===== src/rtl/cache_ctrl_assoc.sv =====
// Controller for an N-way set-associative, write-back, write-allocate cache over a
// fixed-latency banked memory: victim selection, write-back, pipelined line fill.
module cache_ctrl_assoc #(
  parameter int WAYS    = 2,
  parameter int WORDS   = 4,
  parameter int MEM_LAT = 2
) (
  input  logic                     clk,
  input  logic                     rst,
  input  logic                     rd,
  input  logic                     wr,
  input  logic [WAYS-1:0]          hit_way,
  input  logic [WAYS-1:0]          valid_way,
  input  logic [WAYS-1:0]          dirty_way,
  input  logic                     cache_err,
  input  logic                     mem_err,
  input  logic                     mem_stall,
  output logic [WAYS-1:0]          way_sel,
  output logic                     comp,
  output logic                     cache_wr,
  output logic [$clog2(WORDS)-1:0] cache_off,
  output logic                     mem_rd,
  output logic                     mem_wr,
  output logic [$clog2(WORDS)-1:0] mem_off,
  output logic                     stall,
  output logic                     done,
  output logic                     cache_hit,
  output logic                     err
);

  localparam int OW = $clog2(WORDS);
  localparam int CW = OW + 1;
  localparam int VW = (WAYS > 1) ? $clog2(WAYS) : 1;

  typedef enum logic [2:0] {IDLE, WB, FILL, FINAL, ERR} state_t;

  state_t                      state, state_nxt;
  logic [WAYS-1:0]             vic, vic_nxt;
  logic [VW-1:0]               vp, vp_nxt;
  logic                        all_vld, all_vld_nxt;
  logic                        req_wr, req_wr_nxt;
  logic [CW-1:0]               cnt, cnt_nxt;
  logic [MEM_LAT-1:0]          trk_vld, trk_vld_nxt;
  logic [MEM_LAT-1:0][OW-1:0]  trk_off, trk_off_nxt;

  logic [WAYS-1:0] hit_vec;
  logic            hit;
  logic            flt;
  logic            issue;
  logic            inv_found;
  logic [VW-1:0]   vic_idx;
  logic [WAYS-1:0] vic_new;

  assign hit_vec = hit_way & valid_way;
  assign hit     = |hit_vec;
  assign flt     = cache_err | mem_err;
  assign issue   = (state == FILL) && (cnt < CW'(WORDS)) && !mem_stall;

  // Victim: lowest-index invalid way, otherwise the round-robin pointer.
  always_comb begin
    inv_found = 1'b0;
    vic_idx   = vp;
    for (int w = 0; w < WAYS; w++) begin
      if (!valid_way[w] && !inv_found) begin
        inv_found = 1'b1;
        vic_idx   = VW'(w);
      end
    end
    vic_new = WAYS'(1) << vic_idx;
  end

  // Return tracker shifts every FILL cycle regardless of mem_stall; anything
  // in flight is dropped when FILL is left, so stale returns never write.
  always_comb begin
    trk_vld_nxt = '0;
    trk_off_nxt = '0;
    if (state == FILL && !flt) begin
      trk_vld_nxt[0] = issue;
      trk_off_nxt[0] = cnt[OW-1:0];
      for (int s = 1; s < MEM_LAT; s++) begin
        trk_vld_nxt[s] = trk_vld[s-1];
        trk_off_nxt[s] = trk_off[s-1];
      end
    end
  end

  always_ff @(posedge clk or posedge rst) begin
    if (rst) begin
      state   <= IDLE;
      vic     <= '0;
      vp      <= '0;
      all_vld <= 1'b0;
      req_wr  <= 1'b0;
      cnt     <= '0;
      trk_vld <= '0;
      trk_off <= '0;
    end else begin
      state   <= state_nxt;
      vic     <= vic_nxt;
      vp      <= vp_nxt;
      all_vld <= all_vld_nxt;
      req_wr  <= req_wr_nxt;
      cnt     <= cnt_nxt;
      trk_vld <= trk_vld_nxt;
      trk_off <= trk_off_nxt;
    end
  end

  always_comb begin
    state_nxt   = state;
    vic_nxt     = vic;
    vp_nxt      = vp;
    all_vld_nxt = all_vld;
    req_wr_nxt  = req_wr;
    cnt_nxt     = cnt;
    way_sel     = '0;
    comp        = 1'b0;
    cache_wr    = 1'b0;
    cache_off   = '0;
    mem_rd      = 1'b0;
    mem_wr      = 1'b0;
    mem_off     = '0;
    stall       = 1'b0;
    done        = 1'b0;
    cache_hit   = 1'b0;
    err         = 1'b0;
    case (state)
      IDLE: begin
        comp    = 1'b1;
        way_sel = '1;
        if (rd || wr) begin
          if ((rd && wr) || cache_err) begin
            done = 1'b1;
            err  = 1'b1;
          end else if (hit) begin
            way_sel   = hit_vec;
            cache_wr  = wr;
            done      = 1'b1;
            cache_hit = 1'b1;
          end else begin
            vic_nxt     = vic_new;
            all_vld_nxt = &valid_way;
            req_wr_nxt  = wr;
            cnt_nxt     = '0;
            state_nxt   = (valid_way[vic_idx] && dirty_way[vic_idx]) ? WB : FILL;
          end
        end
      end
      WB: begin
        way_sel   = vic;
        stall     = 1'b1;
        cache_off = cnt[OW-1:0];
        mem_off   = cnt[OW-1:0];
        if (!mem_stall) begin
          mem_wr  = 1'b1;
          cnt_nxt = cnt + 1'b1;
          if (cnt == CW'(WORDS - 1)) begin
            cnt_nxt   = '0;
            state_nxt = FILL;
          end
        end
        if (flt) state_nxt = ERR;
      end
      FILL: begin
        way_sel = vic;
        stall   = 1'b1;
        if (issue) begin
          mem_rd  = 1'b1;
          mem_off = cnt[OW-1:0];
          cnt_nxt = cnt + 1'b1;
        end
        if (trk_vld[MEM_LAT-1]) begin
          cache_wr  = 1'b1;
          cache_off = trk_off[MEM_LAT-1];
        end
        if (flt)
          state_nxt = ERR;
        else if (cnt_nxt == CW'(WORDS) && trk_vld_nxt == '0)
          state_nxt = FINAL;
      end
      FINAL: begin
        comp    = 1'b1;
        way_sel = vic;
        if (flt) begin
          state_nxt = ERR;
        end else begin
          cache_wr  = req_wr;
          done      = 1'b1;
          state_nxt = IDLE;
          if (all_vld) vp_nxt = (WAYS == 1) ? '0 : vp + 1'b1;
        end
      end
      ERR: begin
        done      = 1'b1;
        err       = 1'b1;
        state_nxt = IDLE;
      end
      default: state_nxt = IDLE;
    endcase
    // Outputs are forced low for as long as reset is held.
    if (rst) begin
      way_sel   = '0;
      comp      = 1'b0;
      cache_wr  = 1'b0;
      cache_off = '0;
      mem_rd    = 1'b0;
      mem_wr    = 1'b0;
      mem_off   = '0;
      stall     = 1'b0;
      done      = 1'b0;
      cache_hit = 1'b0;
      err       = 1'b0;
    end
  end

endmodule


===== config.mk =====
export PLATFORM = sky130hd
export DESIGN_NAME = cache_ctrl_assoc
export DESIGN_NICKNAME = d
export VERILOG_FILES = /design/src/rtl/cache_ctrl_assoc.sv
export SDC_FILE = /design/constraint.sdc
export NUM_CORES = 1
export LEC_CHECK = 0
export ABC_AREA = 1
export CORE_MARGIN = 10
export CORE_UTILIZATION = 25
export DETAILED_ROUTE_END_ITERATION = 7
export GPL_ROUTABILITY_DRIVEN = 0
export HOLD_SLACK_MARGIN = 0.1
export SKIP_CTS_REPAIR_TIMING = 1
export SYNTH_ARGS = -nofsm -noshare
export SYNTH_HDL_FRONTEND = slang
export SYNTH_SLANG_ARGS = --single-unit

===== constraint.sdc =====
create_clock -name clk -period 1.7 [get_ports clk]
set_input_delay 0.255 -clock clk [delete_from_list [all_inputs] [get_ports clk]]
set_output_delay 0.255 -clock clk [all_outputs]
set_load 0.02 [all_outputs]

### Yosys cells after proc, flatten, opt, wreduce, memory -nomap -nowiden

Index checks and enable logic that the tools add are counted.

* add/sub/neg operators: 2
* magnitude comparators: 2
* equal/unequal tests: 13
* shift operators: 1
* multiplexer cells: 69
* bitwise logic cells: 5
* reductions and logical operators: 24

Operators with widths (count)
* 3-bit two-way mux: 16
* 1-bit two-way mux: 34
* 2-bit two-way mux: 10
* 2-bit case mux with 2 select lines: 3
* 3-bit case mux with 4 select lines: 1
* 3-bit by 2-bit equality test with 1-bit output, second input constant: 3
* 3-bit case mux with 3 select lines: 1
* 2-bit inequality test, second input constant: 4
* 1-bit logical AND: 7
* 3-bit equality test, second input constant: 2
* 3-bit inequality test, second input constant: 2
* 1-bit case mux with 3 select lines: 2
* 6-bit AND reduction: 1
* 2-bit OR reduction: 3
* 5-bit AND reduction: 1
* 4-bit two-way mux: 1
* 4-bit AND reduction: 1
* 3-bit by 1-bit adder with 3-bit output, second input constant: 1
* 3-bit by 1-bit equality test with 1-bit output, second input constant: 1
* 1-bit logical NOT: 3
* 3-bit logical NOT: 1
* 3-bit less-than comparator, second input constant: 1
* 3-bit by 2-bit inequality test with 1-bit output, second input constant: 1
* 1-bit NOT: 3
* other kinds (12): 13

* register bits: 17
* bits of input ports: 13
* output and inout port bits: 14
* logic and storage cells: 125

### Logic depth before layout (Yosys ltp)

Gate-level depths: netlist of the first run.

* word-level depth: 11
* gate-level depth with buffers: 11
* mapped depth without buffers: 11

### Least setup slack after synthesis of the first run

No wires, ideal clock.

* path kind: register -> output
* from: register state[0]
* to: output err
* arrival time: 1.426 ns
* data required time: 1.445 ns
* slack: 0.019 ns
* stages on the path, launching flop included: 6
* buffers on the path: 0
* cells stage by stage: dfrtp_1 nor2_2 nand2_4 nor2_4 a21oi_1 nor3_1

* longest elaborated chain between the ends: 3
* elaborated cells on any way between the ends: 4
* classes of those cells: 1 x eq/ne; 2 x mux; 1 x reduce/logical

RTL lines
* start, declared: line 37 `state_t state, state_nxt;`
* start signal, assigned: line 98 `state <= state_nxt;`
* 3-bit equality test or 3-bit logical NOT (tied branches): line 127 `case (state)`
* 1-bit case mux with 2 select lines (*): line 127
* 1-bit two-way mux (*): line 201 `if (rst) begin`
* end, declared: line 28 `output logic err`

Every way passes the cells marked *; elsewhere a longest branch is shown, timed or not.

### Final worst setup path of the first run

* from: register state[0]
* to: output done

* longest elaborated chain between the ends: 3
* elaborated cells on any way between the ends: 5
* classes of those cells: 2 x eq/ne; 2 x mux; 1 x reduce/logical

RTL lines
* 3-bit equality test, or another cell as far along: line 127
* 1-bit case mux with 3 select lines (*): line 127
* 1-bit two-way mux (*): line 201
* end, declared: line 26 `output logic done,`

Marked as above.

==> run summary, run 1 <==
status = finished, violations left
failing checks = negative setup slack
Root Driver = clkbuf_8
reg2reg start = cnt[0]
pin count of the biggest net entering global routing = 16
DRT Pass-1 Iters = 4
crit path DAT = 1.57 ns
latest clock arrival within the worst-skew pair = 0.26 ns
Worst R2R End = state[0]
most common cell after layout, fill and taps aside = buf_4
Clk pin slew, worst setup/hold paths = 0.07 ns
Total GRT Usage = 9.19%
nets@finish = 249
Die ar. = 0.00791 sq mm
Int Pwr = 1.44 mW
Worst setup EP type = output port
Hold Crit Depth = 4
clk_skew = 0.000716 ns
Inserted Clock Buffers = 3
Die Span Y = 88.9 um
Boundary Pins = 27
initial antenna violation count = 0
Clock Tree Buf Depth = 2
final worst slack = -0.129 ns
most frequent cells in the layout = buf_4 (48), nand2_1 (32), inv_1 (20)
RSZ-0062 raised after global routing = yes
Hold EP = state[2]
Syn Inst Count = 161
Syn Nets = 178
Synth warnings = 0
Final Hold Viols = 0
Wirelength per Cell = 12.8 um
syn_area_per_cell = 7.38 sq um
Least-Margin Pin Slew = 0.340 ns
area delta synth->final = 65.9%
Place WS = -0.611 ns
Ant. Diodes = 0
Post-Syn Area = 0.00119 sq mm
final antenna-violating net count = 0
H-tree Lvls = 1
final critical-path required period = 1.83 ns
CP required = 1.44 ns
CTS tree = done
IO buf count = 26
Slew headroom = 77.1%
Reg area = 429 sq um
peak supply drop = 0.523 mV
First DRT Iteration DRCs = 52
P per Cell Area = 1310 mW/mm^2
element type at the critical path start = flop
WL final = 3.66 mm
worst hold path type = input port to flop
final std cells w/o fill = 285
placed wire-length estimate = 2.91 mm
post-synthesis register bit count = 17
Peak Freq = 0.547 GHz
first-pass GRT wire length = 5.75 mm
vias in the first global route = 1,292
worst-path fanout max = 6
Core ar. = 0.00466 sq mm
footprint of the multi-input gates = 742 sq um
switching part of the total = 43.9%
Netlist cell types = 30
Vias/cell = 4.54
Max-Cap Viols = 0
fraction of layout instances using a drive strength above 1 = 45.5%
Inst Count DP = 276
GRT Residual Overflow = 0
clk sink count = 17
Setup CP Type = flop to output port
Leak = 0.991 nW
Clk pwr share = 12.5%
number of cell rows = 25
starting density of the core = 25.5%
post-synthesis sequential area ratio = 35.8%
# setup viols final = 12
R2R depth = 10
Net Switching = 1.13 mW
# DRC = 0
r2r setup slk = 0.11 ns
DR vias = 1,293
post-route clock period utilization = 108%
hold path start = cache_err
Setup TNS Final = -0.550 ns
Layout fillers = 446
sequential share of power = 24.0%
Logic pwr share = 63.5%
Max Slew Vio Count = 0
Die W = 88.9 um
layout make-up:
type / count / area share, %
clock buffers: 3 / 2.10
clock inverters: 1 / 0.381
inverters: 29 / 5.78
multi-input cells: 114 / 37.7
flip-flops and latches: 17 / 21.8
well taps: 54 / 3.43
repair buffers: 67 / 28.8
worst max-delay path: stages, from the launching register on:
cell	delay, ns
dfrtp_2	0.46
nor2_4	0.15
nand2_4	0.11
nor2_4	0.12
o21ai_1	0.10
a21oi_1	0.20
buf_4	0.17
cell usage after synthesis:
master,count,area [sq um]
nand2_2,1,6.26
o22ai_1,2,12.5
nor2_1,18,67.6
nand2_1,37,139
inv_1,23,86.3
nor3_4,2,32.5
o21ai_2,1,8.76
nor3_1,2,10.0
nor2_2,1,6.26
xor2_1,1,8.76
a21oi_1,13,65.1
inv_2,5,18.8
a31oi_1,3,18.8
nand4_1,1,6.26
ha_1,4,50.1
o21a_1,1,7.51
dfrtp_1,17,425
nand3_4,1,17.5
o21ai_0,6,30.0
inv_4,1,6.26
a211oi_1,1,7.51
a21oi_2,1,8.76
nor2_4,3,33.8
nand2_4,1,11.3
a21oi_4,1,16.3
clkbuf_1,1,3.75
o211ai_1,1,7.51
nand3_1,9,45.0
nor2_8,1,20.0
o21ai_1,2,10.0
cells by family after synthesis:
group	after synthesis	share of synthesized area [%]
and+or+nand+nor	77	33.3
AOI/OAI and AO/OA	32	16.2
buffers and inverters	30	9.69
DFF	17	35.8
adders and majority gates	4	4.22
xor gates and xnor gates	1	0.738
per-layer routing:
layer | track usage (%) | routed length [um] | up-vias
met3 | 2.55 | 188 | 5
met2 | 15.9 | 1820 | 28
met1 | 10.8 | 1600 | 602
met5 | 0 | 0 | -
li1 | - | - | 658
met4 | 2.64 | 39 | 0
flip-flops by register name, summed over array words and instances, names as in the netlist:
register	count
state	3
vp	1
trk_off	4
cnt	3
trk_vld	2
vic	2
all_vld	1
req_wr	1
worst max path at each step:
stage | from | endpoint | slack [ns] | cells past startpoint
after floorplan | state[0] | err | 0.02 | 5
after global placement | mem_stall | mem_off[0] | -0.57 | 8
after detailed placement | wr | done | -0.61 | 6
after CTS | state[1] | done | -0.62 | 6
after global routing | state[2] | done | -0.22 | 6
final | state[0] | done | -0.13 | 6
power groups by stage:
stage | registers, mW | logic (mW) | clock network [mW]
2_1_floorplan | 0.594 | 0.803 | 0
6_report | 0.617 | 1.63 | 0.321
4_1_cts | 0.594 | 1.49 | 0.333
3_3_place_gp | 0.598 | 1.48 | 0
5_1_grt | 0.630 | 1.80 | 0.346
3_5_place_dp | 0.602 | 1.48 | 0
per-stage QoR:
stage	hold slack, ns	area [sq um]	power, mW	util [%]
floorplan	0.365	1190	1.40	-
global placement	0.464	1780	2.07	38.2
detailed placement	0.468	1780	2.09	38.2
CTS	0.487	1830	2.42	39.3
global route	0.490	1970	2.78	42.3
finish	0.459	1970	2.57	42.3
Note: power is estimated with default switching activity, not from simulation.
==> run 2, diff against run 1 <==
- CORE_MARGIN: 10 -> 5
- CORE_UTILIZATION: 25 -> 49
- PLACE_DENSITY: not set -> 0.78
==> run summary, run 2 (synthesis results as in run 1) <==
final critical-path required period = 1.95 ns (was 1.83 ns)
Worst setup EP type = output port (unchanged)
Vias/cell = 5.63 (was 4.54)
Peak Freq = 0.513 GHz (was 0.547 GHz)
P per Cell Area = 1360 mW/mm^2 (was 1310 mW/mm^2)
number of cell rows = 17 (was 25)
Setup crit start = state[1] (was state[0])
Final Hold Viols = 0 (unchanged)
worst hold path type = input port to asynchronous set/reset pin (was input port to flop)
Die ar. = 0.00351 sq mm (was 0.00791 sq mm)
Buf+Inv Stages, Crit Path = 1 (unchanged)
Slew headroom = 72.5% (was 77.1%)
WL final = 4.36 mm (was 3.66 mm)
clk_skew = 0.000922 ns (was 0.000716 ns)
most common cell after layout, fill and taps aside = buf_4 (unchanged)
Max-Cap Viols = 0 (unchanged)
Total GRT Usage = 21.3% (was 9.19%)
crit path DAT = 1.69 ns (was 1.57 ns)
# setup viols final = 14 (was 12)
final antenna-violating net count = 0 (unchanged)
First DRT Iteration DRCs = 143 (was 52)
worst-path fanout max = 7 (was 6)
failing checks = negative setup slack (unchanged)
reg2reg start = state[0] (was cnt[0])
R2R depth = 11 (was 10)
largest registers = trk_off x4, cnt x3, state x3 (unchanged)
Layout fillers = 123 (was 446)
uppermost layer routed = met4 (unchanged)
GRT Residual Overflow = 0 (unchanged)
post-route clock period utilization = 115% (was 108%)
DR WL met3 = 300 um (was 188 um)
Die Span Y = 59.2 um (was 88.9 um)
cell depth of the worst setup path = 6 (unchanged)
peak supply drop = 1.28 mV (was 0.523 mV)
Largest delay share family, worst path = flip-flops (unchanged)
element type at the critical path start = flop (unchanged)
cells along the critical path = nor2_4 -> nand2_4 -> a31oi_2 -> a31oi_1 -> a21oi_1 -> buf_4 (was nor2_4 -> nand2_4 -> nor2_4 -> o21ai_1 -> a21oi_1 -> buf_4)
final std cells w/o fill = 257 (was 285)
area delta synth->final = 62.8% (was 65.9%)
CTS tree = done (unchanged)
DR vias = 1,446 (was 1,293)
register bank with the most flops = trk_off (unchanged)
DRT Pass-1 Iters = 4 (unchanged)
r2r setup slk = -0.05 ns (was 0.11 ns)
metal1 wirelength = 1.63 mm (was 1.60 mm)
placed wire-length estimate = 2.83 mm (was 2.91 mm)
Leak = 0.948 nW (was 0.991 nW)
max FFs per register = 4 (unchanged)
final worst slack = -0.248 ns (was -0.129 ns)
vias in the first global route = 1,285 (was 1,292)
nets@finish = 247 (was 249)
Least-Margin Pin Slew = 0.408 ns (was 0.340 ns)
Die W = 59.2 um (was 88.9 um)
# DRC = 0 (unchanged)
clk sink count = 17 (unchanged)
Inserted Clock Buffers = 3 (unchanged)
pin count of the biggest net entering global routing = 11 (was 16)
Core ar. = 0.00225 sq mm (was 0.00466 sq mm)
crit path to = way_sel[0] (was done)
Root Driver = clkbuf_4 (was clkbuf_8)
DR WL met2 = 2.21 mm (was 1.82 mm)
Worst R2R End = state[0] (unchanged)
CP max stage cell = dfrtp_2 (unchanged)
starting density of the core = 52.7% (was 25.5%)
fraction of layout instances using a drive strength above 1 = 46.3% (was 45.5%)
Clk pin slew, worst setup/hold paths = 0.10 ns (was 0.07 ns)
first-pass GRT wire length = 5.71 mm (was 5.75 mm)
Ant. Diodes = 0 (unchanged)
IO buf count = 26 (unchanged)
RSZ-0062 raised after global routing = yes (unchanged)
Inst Count DP = 244 (was 276)
initial antenna violation count = 0 (unchanged)
H-tree Lvls = 1 (unchanged)
Boundary Pins = 27 (unchanged)
status = finished, violations left (unchanged)
Wirelength per Cell = 17.0 um (was 12.8 um)
Clock Tree Buf Depth = 2 (unchanged)
CP peak stage delay = 0.50 ns (was 0.46 ns)
Place WS = -0.592 ns (was -0.611 ns)
most frequent cells in the layout = buf_4 (47), nand2_1 (32), inv_1 (19) (was buf_4 (48), nand2_1 (32), inv_1 (20))
Setup CP Type = flop to output port (unchanged)
Max Slew Vio Count = 0 (unchanged)
CP required = 1.44 ns (about the same)
latest clock arrival within the worst-skew pair = 0.29 ns (was 0.26 ns)
run 2: changes by cell type in the layout (fill, tap and decap cells not counted), sizes merged:
cell           delta
buf               -2
clkbuf            +1
clkinvlp          -1
dlymetal6s2s      -6
clkdlybuf4s50     +6
run 2: power breakdown:
group          switching, mW  total (mW)  leakage [nW]  internal [mW]
registers              0.148       0.658         0.217          0.510
logic                  0.969        1.75         0.716          0.785
clock network          0.134       0.225        0.0150         0.0913
total                   1.25        2.64         0.948           1.39
run 2: tightest hold or removal path: stages:
cell             delay, ns
clkdlybuf4s50_1       0.44
buf_4                 0.19
inv_1                 0.25
run 2: final cells by class:
| type | instances | area, sq um | area share [%] |
|---|---|---|---|
| multi-input cells | 114 | 787 | 40.7 |
| clock buffers | 4 | 26.3 | 1.36 |
| repair buffers | 65 | 541 | 28.0 |
| flip-flops and latches | 17 | 430 | 22.3 |
| inverters | 29 | 114 | 5.89 |
| well taps | 28 | 35.0 | 1.81 |
run 2: metrics by stage:
step                      TNS (ns)  hold WS (ns)  power (mW)  instance area, sq um  utilization [%]
after global placement       -5.54         0.453        1.94                  1700             75.6
after global routing         -3.33         0.462        2.81                  1930             85.7
final                        -2.01         0.446        2.64                  1930             85.7
after CTS                    -8.54         0.420        2.23                  1730             76.7
after detailed placement     -6.10         0.468        2.00                  1700             75.6
after floorplan                  0         0.365        1.40                  1190                -
run 2: worst min-delay path by stage:
stage                          start    endpoint  slack (ns)  depth (start not counted)
after floorplan                   wr      req_wr        0.36                          2
after global placement    trk_off[0]  trk_off[2]        0.45                          2
after detailed placement  trk_off[1]  trk_off[3]        0.47                          2
after CTS                        rst      cnt[2]        0.42                          3
after global routing             rst      cnt[1]        0.46                          3
final                            rst  trk_off[1]        0.45                          3
run 2: metal layers:
metal  global-route usage (%)  vias up
li1                         -      653
met1                     27.3      672
met2                     36.0       94
met3                     3.49       27
met4                     7.44        0
met5                        0        -
==> run 3, diff against run 2 <==
- HOLD_SLACK_MARGIN: 0.1 -> not set
- SKIP_LAST_GASP: not set -> 1
==> run summary, run 3 (synthesis results as in run 1) <==
Setup CP Type = flop to output port (unchanged)
Max Slew Vio Count = 0 (unchanged)
latest clock arrival within the worst-skew pair = 0.30 ns (was 0.29 ns)
element type at the critical path start = flop (unchanged)
routing usage on met3 = 3.49% (unchanged)
number of cell rows = 17 (unchanged)
Max-Cap Viols = 0 (unchanged)
clk_skew = 0.00173 ns (was 0.000922 ns)
largest registers = trk_off x4, cnt x3, state x3 (unchanged)
Worst setup EP type = output port (unchanged)
switching part of the total = 46.8% (was 47.4%)
final antenna-violating net count = 0 (unchanged)
final std cells w/o fill = 257 (unchanged)
reg2reg start = state[0] (unchanged)
Wirelength per Cell = 15.8 um (was 17.0 um)
status = finished, violations left (unchanged)
Clock Tree Buf Depth = 2 (unchanged)
Ant. Diodes = 0 (unchanged)
Final Hold Slack = 0.427 ns (was 0.446 ns)
Slew headroom = 75.4% (was 72.5%)
CP required = 1.44 ns (about the same)
Die Span Y = 59.2 um (unchanged)
First DRT Iteration DRCs = 104 (was 143)
most common cell after layout, fill and taps aside = buf_4 (unchanged)
max FFs per register = 4 (unchanged)
DR vias = 1,409 (was 1,446)
Design Power = 2.59 mW (was 2.64 mW)
Root Driver = clkbuf_4 (unchanged)
IO buf count = 26 (unchanged)
first-pass GRT wire length = 5.71 mm (unchanged)
final worst slack = -0.210 ns (was -0.248 ns)
peak supply drop = 1.11 mV (was 1.28 mV)
final critical-path required period = 1.91 ns (was 1.95 ns)
DRT Pass-1 Iters = 4 (unchanged)
Inserted Clock Buffers = 3 (unchanged)
Setup crit start = state[0] (was state[1])
Core ar. = 0.00225 sq mm (unchanged)
r2r setup slk = -0.04 ns (was -0.05 ns)
Least-Margin Pin Slew = 0.366 ns (was 0.408 ns)
placed wire-length estimate = 2.83 mm (unchanged)
CP max stage cell = dfrtp_2 (unchanged)
# setup viols final = 15 (was 14)
pin count of the biggest net entering global routing = 11 (unchanged)
Leak = 0.948 nW (about the same)
vias in the first global route = 1,285 (unchanged)
met2 Usage GRT = 36.0% (unchanged)
clk sink count = 17 (unchanged)
post-route clock period utilization = 112% (was 115%)
failing checks = negative setup slack (unchanged)
Vias/cell = 5.48 (was 5.63)
Place WS = -0.592 ns (unchanged)
CP peak stage delay = 0.51 ns (was 0.50 ns)
Int Pwr = 1.38 mW (was 1.39 mW)
most frequent cells in the layout = buf_4 (46), nand2_1 (32), inv_1 (19) (was buf_4 (47), nand2_1 (32), inv_1 (19))
global routing's busiest layer = met2 (unchanged)
area delta synth->final = 62.0% (was 62.8%)
WL final = 4.05 mm (was 4.36 mm)
Clk pin slew, worst setup/hold paths = 0.10 ns (about the same)
Final Hold Viols = 0 (unchanged)
initial antenna violation count = 0 (unchanged)
Total GRT Usage = 21.3% (unchanged)
nets@finish = 247 (unchanged)
worst-path fanout max = 6 (was 7)
CTS tree = done (unchanged)
crit path DAT = 1.65 ns (was 1.69 ns)
RSZ-0062 raised after global routing = yes (unchanged)
Net Switching = 1.21 mW (was 1.25 mW)
Logic pwr share = 65.8% (was 66.5%)
placed inst area = 0.00170 sq mm (unchanged)
fraction of layout instances using a drive strength above 1 = 45.4% (was 46.3%)
P per Cell Area = 1350 mW/mm^2 (was 1360 mW/mm^2)
Inst Count DP = 244 (unchanged)
GRT Residual Overflow = 0 (unchanged)
Die W = 59.2 um (unchanged)
Boundary Pins = 27 (unchanged)
cells along the critical path = nor2_4 -> buf_4 -> inv_1 -> nand3_1 -> a31oi_2 -> buf_4 (was nor2_4 -> nand2_4 -> a31oi_2 -> a31oi_1 -> a21oi_1 -> buf_4)
Clk pwr share = 8.8% (was 8.5%)
register bank with the most flops = trk_off (unchanged)
final instance area = 0.00192 sq mm (was 0.00193 sq mm)
Die ar. = 0.00351 sq mm (unchanged)
worst hold path type = input port to asynchronous set/reset pin (unchanged)
Crit path top cell by count = buf_4
# DRC = 0 (unchanged)
starting density of the core = 52.7% (unchanged)
sequential share of power = 25.4% (was 24.9%)
grt met1 use = 27.3% (unchanged)
H-tree Lvls = 1 (unchanged)
Peak Freq = 0.524 GHz (was 0.513 GHz)
==> run 3: final timing paths <==
check                             end  depth (start not counted)
min in group clk           trk_off[3]                          2
setup reg to reg             state[0]                         11
hold / removal             trk_off[2]                          3
hold reg to reg            trk_off[3]                          2
max in group asynchronous    state[2]                          4
setup / recovery           way_sel[1]                          6
==> run 3: power by group through the flow <==
| stage | combinational [mW] | sequential, mW | clock (mW) |
|---|---|---|---|
| floorplan | 0.803 | 0.594 | 0 |
| global placement | 1.33 | 0.612 | 0 |
| detailed placement | 1.37 | 0.623 | 0 |
| CTS | 1.38 | 0.614 | 0.229 |
| global route | 1.82 | 0.667 | 0.257 |
| finish | 1.70 | 0.657 | 0.228 |
==> run 3: worst max-delay path: cells and delay by family, from the launching register on <==
kind	cells	cell delay [ns]
flops	1	0.51
buf+inv	3	0.47
compound gates	1	0.20
simple gates	2	0.19
==> run 3: final cells by class <==
cell class                 instances  area (sq um)
fill                             128           332
tap                               28          35.0
clock buffer                       4          26.3
sequential                        17           430
inverter                          29           114
timing repair buffer              65           538
multi-input combinational        114           779
==> run 3: through the flow <==
step           TNS (ns)  utilization, %
5_1_grt           -3.04            85.3
3_3_place_gp      -5.54            75.6
6_report          -2.00            85.3
3_5_place_dp      -6.10            75.6
2_1_floorplan         0               -
4_1_cts           -8.54            76.7
==> run 3: per-layer routing <==
| layer | up-vias | part of all wire (%) | wire [um] |
|---|---|---|---|
| li1 | 653 | - | - |
| met1 | 677 | 40 | 1640 |
| met2 | 63 | 51 | 2060 |
| met3 | 16 | 5.8 | 234 |
| met4 | 0 | 2.8 | 112 |
| met5 | - | 0 | 0 |
